[config.mk]
export PLATFORM = sky130hd
export DESIGN_NAME = field_set_sequencer
export DESIGN_NICKNAME = d
export VERILOG_FILES = /design/src/rtl/field_set_sequencer_pkg.sv /design/src/rtl/field_set_sequencer_inactivity_timer.sv /design/src/rtl/field_set_sequencer.sv
export SDC_FILE = /design/constraint.sdc
export NUM_CORES = 1
export LEC_CHECK = 0
export ABC_CLOCK_PERIOD_IN_PS = 2300
export BUFFER_PORTS_ARGS = -buffer_cell sky130_fd_sc_hd__clkbuf_2
export CAP_MARGIN = 10
export CORE_AREA = 2 2 58 60
export CTS_CLUSTER_DIAMETER = 40
export DETAILED_ROUTE_END_ITERATION = 6
export DIE_AREA = 0 0 60 62
export SLEW_MARGIN = 20
export SYNTH_ARGS = -nofsm -noshare
export SYNTH_HDL_FRONTEND = slang
export SYNTH_HIERARCHICAL = 1
export SYNTH_SLANG_ARGS = --single-unit
[constraint.sdc]
create_clock -name clock -period 2.3 [get_ports clock]
set_input_delay 0 -clock clock [delete_from_list [all_inputs] [get_ports clock]]
set_output_delay 0 -clock clock [all_outputs]
set_load 0.01 [all_outputs]
[src/rtl/field_set_sequencer_pkg.sv]
// Shared definitions for the field-entry sequencer: state encodings,
// default field counts for clock and alarm entry, and a width helper.
package field_set_sequencer_pkg;

    typedef enum logic [1:0] {
        FS_IDLE  = 2'd0,
        FS_EDIT  = 2'd1,
        FS_DONE  = 2'd2,
        FS_ABORT = 2'd3
    } fs_state_t;

    // hour/min/sec for the clock, day/hour/min/sec for the alarm
    localparam int CLOCK_FIELDS = 3;
    localparam int ALARM_FIELDS = 4;

    // Bits needed to count 0..n-1, never less than one bit
    function automatic int min_width(input int n);
        return (n > 1) ? $clog2(n) : 1;
    endfunction

endpackage

[src/rtl/field_set_sequencer_inactivity_timer.sv]
// Down-counting idle timer. load restarts the window, tick consumes one
// cycle of it; expired flags the last cycle of the window. A zero
// TIMEOUT_CYCLES turns the timer off entirely.
module inactivity_timer
    import field_set_sequencer_pkg::*;
#(
    parameter int TIMEOUT_CYCLES = 1000
) (
    input  logic clock,
    input  logic reset,
    input  logic load,
    input  logic tick,
    output logic expired
);

    localparam int TMR_W = min_width(TIMEOUT_CYCLES + 1);
    localparam logic [TMR_W-1:0] RELOAD =
        (TIMEOUT_CYCLES == 0) ? '0 : TMR_W'(TIMEOUT_CYCLES - 1);

    logic [TMR_W-1:0] count;

    // Reload on any key, otherwise count down and park at zero
    always_ff @(posedge clock or negedge reset) begin
        if (!reset) begin
            count <= '0;
        end else if (load) begin
            count <= RELOAD;
        end else if (tick && (count != '0)) begin
            count <= count - 1'b1;
        end
    end

    assign expired = (TIMEOUT_CYCLES != 0) && (count == '0);

endmodule

[src/rtl/field_set_sequencer.sv]
// Steps a one-hot edit enable across NUM_FIELDS fields for time/alarm
// entry: '#' advances or finishes, '*' backs up or cancels, and an idle
// timeout aborts the entry. All outputs are registered.
module field_set_sequencer
    import field_set_sequencer_pkg::*;
#(
    parameter  int NUM_FIELDS     = CLOCK_FIELDS,
    parameter  int TIMEOUT_CYCLES = 1000,
    localparam int IDX_W          = min_width(NUM_FIELDS)
) (
    input  logic                  clock,
    input  logic                  reset,
    input  logic                  en,
    input  logic                  sharp,
    input  logic                  star,
    input  logic                  activity,
    output logic [NUM_FIELDS-1:0] field_en,
    output logic [IDX_W-1:0]      field_idx,
    output logic                  busy,
    output logic                  complete_setting,
    output logic                  cancelled
);

    localparam logic [IDX_W-1:0] LAST = IDX_W'(NUM_FIELDS - 1);

    fs_state_t        state;
    fs_state_t        next_state;
    logic [IDX_W-1:0] idx;
    logic [IDX_W-1:0] next_idx;
    logic             key;
    logic             timer_load;
    logic             timer_tick;
    logic             expired;

    assign key        = sharp | star | activity;
    assign timer_load = ((state == FS_IDLE) && en) || ((state == FS_EDIT) && key);
    assign timer_tick = (state == FS_EDIT) && !key;

    inactivity_timer #(
        .TIMEOUT_CYCLES(TIMEOUT_CYCLES)
    ) u_timer (
        .clock  (clock),
        .reset  (reset),
        .load   (timer_load),
        .tick   (timer_tick),
        .expired(expired)
    );

    // Next state and field index; a key always beats a same-cycle expiry
    always_comb begin
        next_state = state;
        next_idx   = idx;
        case (state)
            FS_IDLE: begin
                if (en) begin
                    next_state = FS_EDIT;
                end
            end
            FS_EDIT: begin
                if (sharp && !star) begin
                    if (idx == LAST) next_state = FS_DONE;
                    else             next_idx   = idx + 1'b1;
                end else if (star && !sharp) begin
                    if (idx == '0)   next_state = FS_ABORT;
                    else             next_idx   = idx - 1'b1;
                end else if (!key && expired) begin
                    next_state = FS_ABORT;
                end
            end
            default: next_state = FS_IDLE;
        endcase
        if (next_state != FS_EDIT) begin
            next_idx = '0;
        end
    end

    // State, index and Moore outputs registered together
    always_ff @(posedge clock or negedge reset) begin
        if (!reset) begin
            state            <= FS_IDLE;
            idx              <= '0;
            field_en         <= '0;
            busy             <= 1'b0;
            complete_setting <= 1'b0;
            cancelled        <= 1'b0;
        end else begin
            state            <= next_state;
            idx              <= next_idx;
            field_en         <= (next_state == FS_EDIT) ?
                                (NUM_FIELDS'(1) << next_idx) : '0;
            busy             <= (next_state != FS_IDLE);
            complete_setting <= (next_state == FS_DONE);
            cancelled        <= (next_state == FS_ABORT);
        end
    end

    assign field_idx = idx;

endmodule

==> results of run 1 <==
## layer usage
layer	vias up	GRT usage, %	wire length (µm)
li1	463	-	-
met1	468	16.3	1010
met2	16	24.4	1200
met3	6	3.52	78
met4	0	9.21	70
met5	-	0	0
## worst paths after layout
path | startpoint | slack, ns | end | depth (start not counted)
min reg2reg | u_timer/count[2]$_DFFE_PN0P_ | 0.57 | u_timer/count[2]$_DFFE_PN0P_ | 1
max in group asynchronous | reset | 1.77 | busy$_DFF_PN0_ | 2
max reg2reg | state[1]$_DFF_PN0_ | 0.1 | u_timer/count[5]$_DFFE_PN0P_ | 6
max | state[1]$_DFF_PN0_ | 0.1 | u_timer/count[5]$_DFFE_PN0P_ | 6
min | star | 0.16 | field_idx[0]$_DFF_PN0_ | 4
min in group asynchronous | reset | 0.19 | u_timer/count[6]$_DFFE_PN0P_ | 2
## cell families (layout without fill, tap and decap cells)
kind of cell             Yosys count  after routing  share of synthesized area, %
flip-flops                        20             20                          42.4
multiplexers                       2              2                          1.80
buffers and inverters             10             34                          3.92
AO/OA/AOI/OAI                     25             25                          18.9
adder cells (fa/ha/maj)            6              6                          6.36
AND/OR/NAND/NOR                   49             49                          24.5
XOR/XNOR                           3              3                          2.22
## repair_timing
item,4_1_cts,5_1_grt
gates resized for setup,0,5
endpoints found under the hold margin,21,0
hold buffers,2,0
endpoints found under the setup margin,0,7
buffers inserted,0,0
## registers in the layout, indices dropped and copies added (netlist names)
name / count
u_timer/count: 10
state: 2
field_idx: 2
cancelled: 1
complete_setting: 1
busy: 1
field_en: 3
## power groups by stage
stage          Combinational, µW  Sequential, µW  Clock (µW)
2_1_floorplan                324             518           0
3_3_place_gp                 512             485           0
3_5_place_dp                 519             491           0
4_1_cts                      525             484         207
5_1_grt                      588             493         226
6_report                     520             482         197
## worst min-delay path: cells and delay by family
kind	cells	cell delay [ns]
AO/OA/AOI/OAI	2	0.20
buffers and inverters	1	0.17
AND/OR/NAND/NOR	1	0.06
## layout by cell type, fill, tap and decap left out, types with 4 or more instances in the layout
cell type / netlist / final
dfrtp_1: 20 / 20
nand2_1: 7 / 7
nor3_1: 5 / 5
buf_4: 0 / 7
ha_1: 6 / 6
nor2_1: 12 / 11
clkbuf_2: 0 / 13
nor2b_1: 4 / 4
a21oi_1: 6 / 6
inv_1: 7 / 6
## final cells by class
class	count	area, µm²	share of cell area (%)
Timing Repair Buffer	22	138	9.79
Sequential cell	20	500	35.6
Clock buffer	4	36.3	2.58
Inverter	8	30.0	2.14
Multi-Input combinational cell	85	644	45.8
Tap cell	46	57.6	4.09
## metrics by stage
step                      std cells  hold slack, ns  area, µm²  power (µW)
after global placement          179         -0.0122       1340         997
final                           185           0.165       1410        1200
after floorplan                 115          -0.296       1180         842
after global routing            185           0.177       1410        1310
after detailed placement        179         0.00129       1340        1010
after CTS                       185           0.157       1400        1220
==> flow_summary.yaml, run 1 <==
sta:
  fin_ws_ns: 0.0969
  min_period_over_period_pct: 95.8
  max_freq_mhz: 454
  drv_slew: 0
  tns_ns: 0
  setup_viol: 0
  rsz0062_at_grt: "no"
  post-route-min-period_ns: 2.20
  worst_pin_slew_ns: 0.555
  slew_headroom_pct: 63.0
  skew_ns: 0.00561
  report.final.hold_viol_count: 0
pwr:
  internal_power_uw: 734
  p_switching_uw: 465
  p_leak_uw: 0.000574
  clkPwrFrac_pct: 16.4
  switching_share_pct: 38.8
  powerDensity_nw_per_um2: 853
  p_seq_share_pct: 40.2
  irDropWorstVdd_uv: 561
  combPwrFrac_pct: 43.4
cells_and_area:
  drive_gt1_share_pct: 27.3
  areaGrowthSynthToFinish_pct: 19.1
  diodes: 0
  final_nets: 152
  utilization_pct: 44.2
  nFillCells: 311
synth:
  synth-async-reset-ratio_pct: 100
  synth_nets: 127
  seq_area_frac_synth_pct: 42.4
  ys.flop_type: "dfrtp_1"
  synth_top_cell_by_area: "dfrtp_1"
  synthTopCellsByCount: "20 x dfrtp_1, 12 x nor2_1, 7 x inv_1, 7 x nand2_1"
  ys_warn_count: 6
  synth_top_area_share_pct: 42.4
  postSynthAreaPerCell_um2: 10.3
  synthDistinctLibCells: 44
  ys_ff_latch: 20
  synthCells: 115
  synth_area_um2: 1180
  post-synth-top-count-cell: "dfrtp_1"
  synth_area_leaders: "dfrtp_1 42%, ha_1 6.4%, nor2_1 3.8%"
  synth_edf_count: 0
setup_path:
  worstPathArrival_ns: 2.43
  crit_required_ns: 2.53
  end_kind: "flip-flop"
  cp-start-kind: "flip-flop"
  slowest_stage: "or4b_4"
  cp_top_family: "simple AND/OR/NAND/NOR gates"
  cp_cell_sequence: "and2b_2 -> and2_1 -> or4b_4 -> or2_0 -> a311oi_2 -> mux2i_1"
  slowest_delay_ns: 0.48
  crit_fanout: 5
  worstSetupPathType: "reg -> reg"
  crit_buf_inv: 0
die:
  ios: 14
  die_w_um: 60
  die_area_um2: 3720
  die_height_um: 62
  std_cell_rows: 21
  core_area_um2: 3180
  initial_core_util_pct: 37.2
clock_network:
  clk_latency_ns: 0.29
  cts_root_buf: "clkbuf_4"
  path_clk_slew_ns: 0.11
  ctsLongestPathBuffers: 2
  cts_tree: "done"
  clkSinkCount: 20
  numCtsBuffers: 3
  cts_max_level: 1
route:
  drtIter0Drc: 37
  drc: 0
  wl_per_cell_um: 12.8
  vias: 953
  vias_per_cell: 5.15
  ant_nets: 0
  dr.pass1.iters: 4
  totalWireLength_um: 2370
place:
  preCtsSetupSlack_ns: 0.0587
  portBuffers: 13
  dp_hpwl_um: 1850
  place_congestion: 0.776
outcome:
  run_status: "finished, final reports clean"
global_routing:
  antenna_found_initial: 0
  grt_overflow: 0
  grt_pass1_vias: 954
  grt_pass1_wl_um: 3980
  grtUsageTotal_pct: 14.4
  grt_max_degree: 21
min_path:
  min_path_type: "in -> reg"
job:
  maxCapViolations: 0
No activity file was read; power rests on OpenSTA's default activity.
==> run 2: changes to the inputs <==
--- a/config.mk
+++ b/config.mk
@@ -15,5 +15,4 @@
 export SLEW_MARGIN = 20
 export SYNTH_ARGS = -nofsm -noshare
 export SYNTH_HDL_FRONTEND = slang
-export SYNTH_HIERARCHICAL = 1
 export SYNTH_SLANG_ARGS = --single-unit
==> run 2 against run 1 <==
Compared with the run above:
- hold slack worse by 0.11 ns
- clock skew up 0.0058 ns
- sequential power up 2%
- core utilization down 1.8 points
==> flow_summary.yaml, run 2 <==
outcome:
  run_status: "finished, final reports clean"
synth:
  synth_nets: 131
  post-synth-top-count-cell: "dfrtp_1"
  synth_top_cell_by_area: "dfrtp_1"
  synth_top_area_share_pct: 42.3
  postSynthAreaPerCell_um2: 10.0
  synth_area_um2: 1180
  synth_area_leaders: "dfrtp_1 42%, ha_1 7.4%, and4_1 3.7%"
  synthDistinctLibCells: 39
  ys_warn_count: 0
  synthTopCellsByCount: "20 x dfrtp_1, 8 x a21oi_1, 8 x nor2_1"
  synthCells: 118
  synth_edf_count: 0
  ys.flop_type: "dfrtp_1"
  ys_ff_latch: 20
  synth-async-reset-ratio_pct: 100
  seq_area_frac_synth_pct: 42.3
sta:
  report.final.hold_viol_count: 0
  worst_pin_slew_ns: 0.501
  drv_slew: 0
  fin_ws_ns: 0.294
  post-route-min-period_ns: 2.01
  rsz0062_at_grt: "no"
  slew_headroom_pct: 66.6
  setup_viol: 0
  tns_ns: 0
  min_period_over_period_pct: 87.2
  max_freq_mhz: 498
  skew_ns: 0.0114
global_routing:
  grt_pass1_wl_um: 3790
  grtUsageTotal_pct: 13.7
  grt_max_degree: 21
  antenna_found_initial: 0
  grt_pass1_vias: 854
  grt_overflow: 0
clock_network:
  ctsLongestPathBuffers: 2
  path_clk_slew_ns: 0.12
  cts_resized: 0
  clkSinkCount: 20
  numCtsBuffers: 3
  cts_tree: "done"
  cts_setup_buffers: 0
  cts_root_buf: "clkbuf_4"
  clk_latency_ns: 0.30
  hold_buffers: 1
  cts_max_level: 1
cells_and_area:
  areaGrowthSynthToFinish_pct: 13.8
  final_nets: 146
  register_area_um2: 500
  final_common_cell: "dfrtp_1"
  diodes: 0
  nFillCells: 310
  multiInputGateArea_um2: 632
  layout.cells.non_filler: 178
  reg.largest.list: "u_timer.count x10, field_en x3"
  drive_gt1_share_pct: 18.2
  layout_common_cells: "20 x dfrtp_1, 13 x clkbuf_2, 8 x nor2_1, 8 x a21oi_1"
  utilization_pct: 42.4
  largest_register_ff_count: 10
  top_register: "u_timer.count"
setup_path:
  worstSetupPathType: "reg -> reg"
  worstPathArrival_ns: 2.24
  slowest_delay_ns: 0.43
  cp-start-kind: "flip-flop"
  end_kind: "flip-flop"
  crit_buf_inv: 1
  crit_required_ns: 2.54
  cp_cell_sequence: "inv_1 -> ha_1 -> nor3b_1 -> nand4_1 -> and4_1 -> o21ai_0"
  slowest_stage: "nand4_1"
  cp_top_family: "simple AND/OR/NAND/NOR gates"
  crit_fanout: 11
pwr:
  p_leak_uw: 0.000599
  combPwrFrac_pct: 37.3
  p_seq_share_pct: 39.6
  p_switching_uw: 441
  internal_power_uw: 804
  clkPwrFrac_pct: 23.1
  switching_share_pct: 35.4
  irDropWorstVdd_uv: 415
  powerDensity_nw_per_um2: 923
place:
  preCtsSetupSlack_ns: 0.327
  dp_hpwl_um: 1710
  portBuffers: 13
  dp.cells: 173
  place_congestion: 0.858
die:
  std_cell_rows: 21
  die_height_um: 62
  initial_core_util_pct: 37.2
  die_w_um: 60
  core_area_um2: 3180
  ios: 14
  die_area_um2: 3720
route:
  dr.pass1.iters: 4
  vias_per_cell: 5.08
  wl_per_cell_um: 12.6
  drc: 0
  ant_nets: 0
  totalWireLength_um: 2250
  drtIter0Drc: 26
  vias: 904
min_path:
  min_path_type: "in -> reg"
job:
  maxCapViolations: 0
==> run 2: cell types whose count changed in the layout (fill, tap and decap cells not counted), moves of 3 or more <==
cell     change
and4_1       +5
and3_1       +3
a31oi_1      +3
nor2_1       -3
buf_4        -7
o21ai_0      +4
nand2_1      -4
xnor2_1      -3
==> run 2: layout make-up <==
| type | instances | share of cell area, % |
|---|---|---|
| Sequential cell | 20 | 37.1 |
| Multi-Input combinational cell | 86 | 46.9 |
| Inverter | 8 | 2.23 |
| Clock inverter | 1 | 2.23 |
| Tap cell | 46 | 4.27 |
| Clock buffer | 3 | 1.67 |
| Timing Repair Buffer | 14 | 5.57 |
==> run 2: worst reg2reg max path, stage by stage (launching register included) <==
cell and delay [ns]:
dfrtp_1 0.42, inv_1 0.10, ha_1 0.14, nor3b_1 0.36
nand4_1 0.43, and4_1 0.36, o21ai_0 0.13
==> run 2: per-stage QoR <==
stage	hold WS (ns)	cell area [µm²]	power (µW)
after floorplan	-0.296	1180	823
after global placement	-0.00748	1280	958
after detailed placement	-0.00584	1280	967
after CTS	0.0362	1350	1260
after global routing	0.0562	1350	1360
final	0.0571	1350	1240
==> run 2: worst paths after layout <==
kind	startpoint	to	slack, ns	cells past startpoint
max in group asynchronous	reset	field_en[0]$_DFF_PN0_	1.77	2
min in group asynchronous	reset	u_timer.count[9]$_DFFE_PN0P_	0.18	2
setup reg to reg	u_timer.count[0]$_DFFE_PN0P_	u_timer.count[2]$_DFFE_PN0P_	0.29	6
setup / recovery	u_timer.count[0]$_DFFE_PN0P_	u_timer.count[2]$_DFFE_PN0P_	0.29	6
hold reg to reg	u_timer.count[0]$_DFFE_PN0P_	u_timer.count[0]$_DFFE_PN0P_	0.51	1
hold / removal	en	u_timer.count[4]$_DFFE_PN0P_	0.06	4
==> run 2: cell families after synthesis <==
group	after synthesis	share of synthesized area, %
adders and majority gates	7	7.40
AOI/OAI and AO/OA	28	16.8
buffers and inverters	12	4.33
DFF	20	42.3
and+or+nand+nor	51	29.2
==> run 2: metal layers <==
layer | vias to the layer above | part of all wire (%) | GRT usage (%)
met3 | 2 | 1.7 | 0.621
li1 | 467 | - | -
met5 | - | 0 | 0
met2 | 14 | 49 | 22.7
met4 | 0 | 1.2 | 7.62
met1 | 421 | 48 | 18.1
==> run 2: power groups by stage <==
stage | registers [µW] | logic, µW | clock network (µW)
2_1_floorplan | 515 | 307 | 0
3_3_place_gp | 496 | 462 | 0
4_1_cts | 494 | 470 | 300
5_1_grt | 510 | 536 | 315
3_5_place_dp | 500 | 467 | 0
6_report | 493 | 464 | 287
==> run 3: changes to the inputs <==
--- a/config.mk
+++ b/config.mk
@@ -5,13 +5,13 @@
 export SDC_FILE = /design/constraint.sdc
 export NUM_CORES = 1
 export LEC_CHECK = 0
-export ABC_CLOCK_PERIOD_IN_PS = 2300
+export ABC_CLOCK_PERIOD_IN_PS = 1900
 export BUFFER_PORTS_ARGS = -buffer_cell sky130_fd_sc_hd__clkbuf_2
 export CAP_MARGIN = 10
-export CORE_AREA = 2 2 58 60
+export CORE_AREA = 2 2 42 82
 export CTS_CLUSTER_DIAMETER = 40
 export DETAILED_ROUTE_END_ITERATION = 6
-export DIE_AREA = 0 0 60 62
+export DIE_AREA = 0 0 44 84
 export SLEW_MARGIN = 20
 export SYNTH_ARGS = -nofsm -noshare
 export SYNTH_HDL_FRONTEND = slang
==> constraint.sdc (replaced) <==
create_clock -name clock -period 1.9 [get_ports clock]
set_input_delay 0 -clock clock [delete_from_list [all_inputs] [get_ports clock]]
set_output_delay 0 -clock clock [all_outputs]
set_load 0.01 [all_outputs]
==> run 3 against run 2 <==
Compared with the run above:
- sequential power rose by 19%
- cell area grew 2.5%
- clock skew down 0.0052 ns
- core utilization up 1.9 points
- maximum frequency is 15% higher
- sequential share of layout area down 0.91 points
- worst setup slack worse by 0.13 ns
- critical path type unchanged
- largest power group is now combinational cells
==> flow_summary.yaml, run 3 (synthesis gave the netlist of run 2 again) <==
outcome:
  run_status: "finished, final reports clean"
cells_and_area:
  nFillCells: 306
  final_common_cell: "dfrtp_1"
  design_area_um2: 1380
  areaGrowthSynthToFinish_pct: 16.7
  layout.cells.non_filler: 169
  utilization_pct: 44.3
  layout_common_cells: "20 x dfrtp_1, 13 x clkbuf_2, 8 x nor2_1, 8 x a21oi_1"
  diodes: 0
  final_nets: 152
  largest_register_ff_count: 10
  top_register: "u_timer.count"
  drive_gt1_share_pct: 22.5
  reg.largest.list: "u_timer.count x10, field_en x3"
route:
  drtIter0Drc: 9
  vias: 980
  totalWireLength_um: 2650
  drc: 0
  ant_nets: 0
  vias_per_cell: 5.80
  wl_per_cell_um: 15.7
  dr.pass1.iters: 4
pwr:
  power_uw: 1540
  powerDensity_nw_per_um2: 1110
  switching_share_pct: 36.6
  p_switching_uw: 562
  p_seq_share_pct: 38.3
  combPwrFrac_pct: 40.7
  clkPwrFrac_pct: 21.0
  internal_power_uw: 974
  irDropWorstVdd_uv: 688
  p_leak_uw: 0.000627
min_path:
  min_path_type: "in -> reg"
  min_from: "en"
  holdPathStages: 4
  holdPathEnd: "u_timer.count[4]$_DFFE_PN0P_"
place:
  placedInstanceArea_um2: 1310
  dp.cells: 164
  dp_hpwl_um: 2130
  preCtsSetupSlack_ns: 0.0942
  place_congestion: 0.786
  portBuffers: 13
clock_network:
  cts_root_buf: "clkbuf_8"
  cts_max_level: 1
  path_clk_slew_ns: 0.07
  clk_latency_ns: 0.26
  cts_tree: "done"
  numCtsBuffers: 3
  ctsLongestPathBuffers: 2
  clkSinkCount: 20
die:
  die_area_um2: 3700
  core_area_um2: 3120
  initial_core_util_pct: 37.9
  ios: 14
  std_cell_rows: 29
  die_height_um: 84
  die_w_um: 44
global_routing:
  use_met1_pct: 15.0
  grt_overflow: 0
  grt_pass1_wl_um: 4490
  grt_pass1_vias: 1017
  grt_use_met3_pct: 3.25
  grt_max_degree: 21
  grtUsageTotal_pct: 16.2
  antenna_found_initial: 0
  use_met2_pct: 30.1
  top_usage_layer: "met2"
sta:
  report.final.hold_viol_count: 0
  drv_slew: 0
  worst_pin_slew_ns: 0.510
  slew_headroom_pct: 66.0
  setup_viol: 0
  fin_ws_ns: 0.160
  min_period_over_period_pct: 91.6
  skew_ns: 0.00622
  post-route-min-period_ns: 1.74
  max_freq_mhz: 575
job:
  maxCapViolations: 0
setup_path:
  reg2reg_to: "field_en[0]$_DFF_PN0_"
  cp-start-kind: "flip-flop"
  worstPathArrival_ns: 1.91
  r2r_setup_slack_ns: 0.16
  r2r_cells: 5
  crit_fanout: 7
  end_kind: "flip-flop"
  crit_required_ns: 2.07
  r2r-start: "field_idx[1]$_DFF_PN0_"
  worstSetupPathType: "reg -> reg"
## run 3: cell count changes in the layout (fill, tap and decap cells not counted), sizes merged
cell    delta
buf        +6
bufinv     -1
clkbuf     +1
## run 3: final cells by class
cell class                      count  area [µm²]  share of cell area, %
Inverter                            8        30.0                   2.17
Clock buffer                        4        55.1                   3.99
Sequential cell                    20         500                   36.2
Tap cell                           31        38.8                   2.81
Timing Repair Buffer               20         120                   8.70
Multi-Input combinational cell     86         637                   46.1
## run 3: metal layers
layer | vias to the layer above | wire length [µm]
li1 | 476 | -
met1 | 471 | 895
met2 | 22 | 1560
met3 | 11 | 85
met4 | 0 | 110
met5 | - | 0
## run 3: worst max path at each step
stage	start	end	slack [ns]	cells after the start
CTS	u_timer.count[1]$_DFFE_PN0P_	field_en[0]$_DFF_PN0_	0.08	6
finish	field_idx[1]$_DFF_PN0_	field_en[0]$_DFF_PN0_	0.16	5
global route	u_timer.count[7]$_DFFE_PN0P_	field_idx[1]$_DFF_PN0_	-0.006	4
detailed placement	u_timer.count[1]$_DFFE_PN0P_	field_idx[1]$_DFF_PN0_	0.09	6
floorplan	field_idx[0]$_DFF_PN0_	field_en[0]$_DFF_PN0_	0.22	6
global placement	u_timer.count[1]$_DFFE_PN0P_	u_timer.count[2]$_DFFE_PN0P_	0.15	7
## run 3: metrics by stage
| step | setup TNS, ns | hold slack (ns) |
|---|---|---|
| after global placement | 0 | -0.0216 |
| after floorplan | 0 | -0.296 |
| after CTS | 0 | 0.112 |
| final | 0 | 0.110 |
| after global routing | -0.0149 | 0.133 |
| after detailed placement | 0 | -0.00163 |
## run 3: power groups by stage
stage / clock [µW] / combinational, µW / sequential (µW)
final: 323 / 626 / 588
after CTS: 332 / 635 / 590
after floorplan: 0 / 372 / 624
after global placement: 0 / 613 / 599
after global routing: 348 / 704 / 604
after detailed placement: 0 / 633 / 596
## run 3: timing repair
item	CTS	global route
endpoints found under the hold margin	20	0
gates resized for setup	0	1
hold buffers	1	0
setup buffers	0	0
setup endpoints to repair	0	11
## run 3: critical path: stages (launching register included)
cell and delay (ns):
dfrtp_1 0.46, ha_1 0.20, or4bb_1 0.51, a21oi_1 0.18, nor3_1 0.10, nor3_1 0.21
